File: src/rtl/add_sub_pkg.sv
// rtl/add_sub_pkg.sv - shared constants, FSM state and record types for the add_sub checker
package add_sub_pkg;

  localparam int WIDTH       = 4;
  localparam int SETTLE      = 2;
  localparam int IDX_W       = 2 * WIDTH + 1;
  localparam int ERR_W       = 2 * WIDTH + 2;
  localparam int PH_W        = (SETTLE < 1) ? 1 : $clog2(SETTLE + 1);
  localparam int NUM_VECTORS = 1 << IDX_W;

  typedef enum logic [1:0] {
    IDLE = 2'd0,
    RUN  = 2'd1,
    DONE = 2'd2
  } state_e;

  typedef struct packed {
    logic             s;
    logic [WIDTH-1:0] a;
    logic [WIDTH-1:0] b;
  } vec_t;

  typedef struct packed {
    vec_t             vec;
    logic [WIDTH:0]   sum;
    logic             cout;
  } fail_rec_t;

  // Vector index is {s, a, b} with b in the LSBs, so it maps straight onto vec_t.
  function automatic vec_t idx_to_vec(input logic [IDX_W-1:0] idx);
    vec_t v;
    v = vec_t'(idx);
    return v;
  endfunction

endpackage

File: src/rtl/add_sub_ref.sv
// rtl/add_sub_ref.sv - combinational golden model of the add_sub adder/subtractor
module add_sub_ref import add_sub_pkg::*; (
  input  logic [WIDTH-1:0] a,
  input  logic [WIDTH-1:0] b,
  input  logic             s,
  output logic [WIDTH:0]   sum_e,
  output logic             cout_e
);

  // Subtract reports "no borrow" on cout, the inverse of the extended sign bit.
  always_comb begin
    sum_e  = '0;
    cout_e = 1'b0;
    if (s) begin
      sum_e  = {1'b0, a} - {1'b0, b};
      cout_e = ~sum_e[WIDTH];
    end else begin
      sum_e  = {1'b0, a} + {1'b0, b};
      cout_e = sum_e[WIDTH];
    end
  end

endmodule

File: config.mk
export PLATFORM = sky130hd
export DESIGN_NAME = add_sub_ref
export DESIGN_NICKNAME = d
export VERILOG_FILES = /design/src/rtl/add_sub_pkg.sv /design/src/rtl/add_sub_ref.sv
export SDC_FILE = /design/constraint.sdc
export NUM_CORES = 1
export LEC_CHECK = 0
export ABC_AREA = 1
export CAP_MARGIN = 20
export CORE_AREA = 2 2 39 41
export DETAILED_ROUTE_END_ITERATION = 6
export DIE_AREA = 0 0 41 43
export PLACE_DENSITY = 0.62
export SYNTH_ARGS = -nofsm -noshare
export SYNTH_HDL_FRONTEND = slang
export SYNTH_SLANG_ARGS = --single-unit
File: constraint.sdc
create_clock -name vclk -period 3.1
set_input_delay 0.465 -clock vclk [all_inputs]
set_output_delay 0.465 -clock vclk [all_outputs]
set_load 0.02 [all_outputs]
# Word-level counts from Yosys, hierarchy flattened
# Cells that the tools add are included.
# classes
add_sub_neg,2
n_mul,0
div,0
n_lt_le_gt_ge,0
n_eq_ne,0
n_shift,0
muxes,2
n_bitwise,1
n_reduce_logical,0
# op_table
cell,n
$add 4x4->5,1
$mux 5,1
$sub 4x4->5,1
$mux 1,1
$not 1->1,1
# word_totals
regBits,0
latch_bits,0
ram_bits,0
rom_bits,0
inputBits,9
output_inout_bits,6
wordCells,5
n_memories,0

# Depth between registers and ports, before layout
# logic_depth
ltp_word,3
depth_mapped,9
mapped_depth_nobuf,9

# Worst setup path before layout
# Ideal clock, no wire load.
# synth_timing
kind,input-to-output
startpoint,in a[0]
endpoint,out sum_e[1]
t_arrival_ns,1.609
required_time_ns,2.635
setup_slack_ns,1.026
stages,4
path_buffers,0
cell_sequence,ha_1 inv_1 fa_1 o21ai_0
# synth_between
elab_chain_len,2
word_cells_on_any_way,3
cone_classes,add/sub: 2; mux: 1
# synth_lines
item,line_no,source
"start, declared",add_sub_ref.sv:3,"input logic [WIDTH-1:0] a,"
$add 4x4->5 / $sub 4x4->5 (equally long branches),"add_sub_ref.sv:18, add_sub_ref.sv:15",
$mux 5 (*),add_sub_ref.sv:14,if (s) begin
"end, declared",add_sub_ref.sv:6,"output logic [WIDTH:0] sum_e,"
# Mark *: on every way between the ends. The rest lies on a longest branch, timed or not.

# Worst setup path after layout
# layout_timing
startpoint,in a[0]
endpoint,out sum_e[4]
# Same word-level chain as after synthesis.

==> impl_metrics.ini <==
[synthesis]
ys_types = 12
syn_area_um2 = 329
netlist_instances = 53
synth_area_per_cell_um2 = 6.21
syn-num-nets = 72
yosysWarnings = 0
yosysSeqAreaShare = 0

[sta]
fmax_ghz = 0.337
holdWs_ps = 2090
relSlewSlack = 0.817
finalSetupTns_ps = 0
worstMarginPinSlew_ps = 274
rsz0062_at_grt = no
setup_viol = 0
fin_crit_ps = 2970
slew_viol_final = 0
final_hold_viol_count = 0
finalCritPeriodShare = 0.958

[worst_setup_path]
crit_required_ps = 2630
slowest_stage = clkdlybuf4s50_1
worstSetupPathDepth = 10
cp_num_buf_inv = 4
end_kind = output pin
cpPeakStageDelay_ps = 590
cpLargestDelayFamily = buffers and inverters
cp.arrival_ps = 2510
crit_type = primary input to output pin
cp_max_fo = 2
crit_chain = clkdlybuf4s50_1 > ha_1 > inv_1 > fa_1 > inv_1 > a21oi_1 > nor2_1 > o21ai_2 > nand2_1 > clkdlybuf4s50_1
worst_setup_path_start_kind = primary input

[final_layout]
drive_above_1_share = 0.0580
nFillCells = 162
fin_nets = 90
n_sequential_cell = 0
antenna_cells = 0
syn2layout_area_growth_pct = 54.0
seq_area_um2 = 0
clkbuf_count = 0

[die]
die_y_um = 43
rows = 14
start_util = 0.238
core_mm2 = 0.00138
chipWidth_um = 41
pin_count = 15
design.die.area_mm2 = 0.00176

[detailed_routing]
drtIter0Drc = 7
dr.pass1.iters = 4
wl_per_cell_um = 7.68
routed_via_density = 4.21
wirelength_um = 653
drc_errors = 0
postRouteAntennaNets = 0
vias = 358

[clock_network]
post_cts_resized = 0
holdBufCountCts = 0
cts_setup_buffers = 0

[power]
power_leakage_nw = 0.277
power_switching_mw = 0.0502
powerDensity_mw_per_mm2 = 194
power.share.sequential = 0
combinationalPowerShare = 1.000
swShare = 0.510
ir_worst_vdd_uv = 85.3
clkPwrFrac = 0
p_int_mw = 0.0483

[grt]
grt_pass1_wl_um = 1060
track_usage = 0.0792
grt_antenna_before_repair = 0
grt_pass1_vias = 288
grt_max_degree = 9
grt-ovfl-total = 0

[place]
io_buffers = 15
dp_hpwl_um = 563
gp_congestion = 0.824

[run]
drv_cap = 0

[min_path]
min_delay_path_depth = 4
worst_hold_path_type = primary input to output pin

[run_status]
status = finished, final reports clean
final timing paths:
path | start | endpoint | slack (ps)
max | a[0] | sum_e[4] | 130
min | b[0] | sum_e[0] | 2090
stage by stage:
stage / worst slack [ps] / cells / instance area (um2) / power (mW) / util
after floorplan: 1030 / 53 / 329 / 0.0555 / -
after global placement: 132 / 85 / 507 / 0.0989 / 0.366
after detailed placement: 119 / 85 / 507 / 0.0991 / 0.366
after CTS: 116 / 85 / 507 / 0.0997 / 0.366
after global routing: 3.68 / 85 / 507 / 0.110 / 0.366
final: 129 / 85 / 507 / 0.0985 / 0.366
cell usage after synthesis:
cell / n / share of area
a21oi_1: 3 / 0.046
a21oi_2: 1 / 0.027
inv_2: 1 / 0.011
nand2_1: 16 / 0.18
xor2_1: 1 / 0.027
nand3_1: 5 / 0.076
inv_1: 11 / 0.13
o21ai_2: 1 / 0.027
ha_1: 8 / 0.30
fa_1: 2 / 0.12
nor2_1: 2 / 0.023
o21ai_0: 2 / 0.030
worst min-delay path, stage by stage:
cell and delay (ps):
clkdlybuf4s50_1 480, ha_1 120, inv_1 30, clkdlybuf4s50_1 520
cell type report:
| class | count | area [um2] | share of cell area |
|---|---|---|---|
| multi-input combinational | 41 | 284 | 0.560 |
| inverter | 12 | 45.0 | 0.0889 |
| timing repair buffer | 16 | 158 | 0.311 |
| tap | 16 | 20.0 | 0.0395 |
power by group through the flow:
stage	combinational [mW]	sequential [mW]	clock, mW
floorplan	0.0555	0	0
global placement	0.0989	0	0
detailed placement	0.0991	0	0
CTS	0.0997	0	0
global route	0.110	0	0
finish	0.0985	0	0
routing by layer:
metal / track usage / share of wire / up-vias
li1: - / - / 196
met3: 0 / 0.037 / 0
met4: 0 / 0 / 0
met1: 0.105 / 0.48 / 156
met2: 0.144 / 0.48 / 6
met5: 0 / 0 / -
cells in the final DEF, fill, tap and decap left out:
cell / netlist / routed
nor2_1: 2 / 2
inv_1: 11 / 11
buf_4: 0 / 1
o21ai_2: 1 / 1
clkdlybuf4s50_1: 0 / 15
ha_1: 8 / 8
xor2_1: 1 / 1
nand3_1: 5 / 5
a21oi_2: 1 / 1
inv_2: 1 / 1
a21oi_1: 3 / 3
o21ai_0: 2 / 2
fa_1: 2 / 2
nand2_1: 16 / 16
logic make-up after synthesis:
group	count (synthesis)	synth area share
adder cells (fa/ha/maj)	10	0.426
AND/OR/NAND/NOR	23	0.281
buffers and inverters	12	0.137
AO/OA/AOI/OAI	7	0.129
XOR/XNOR	1	0.0266
Power figures use the tool's default switching activity.
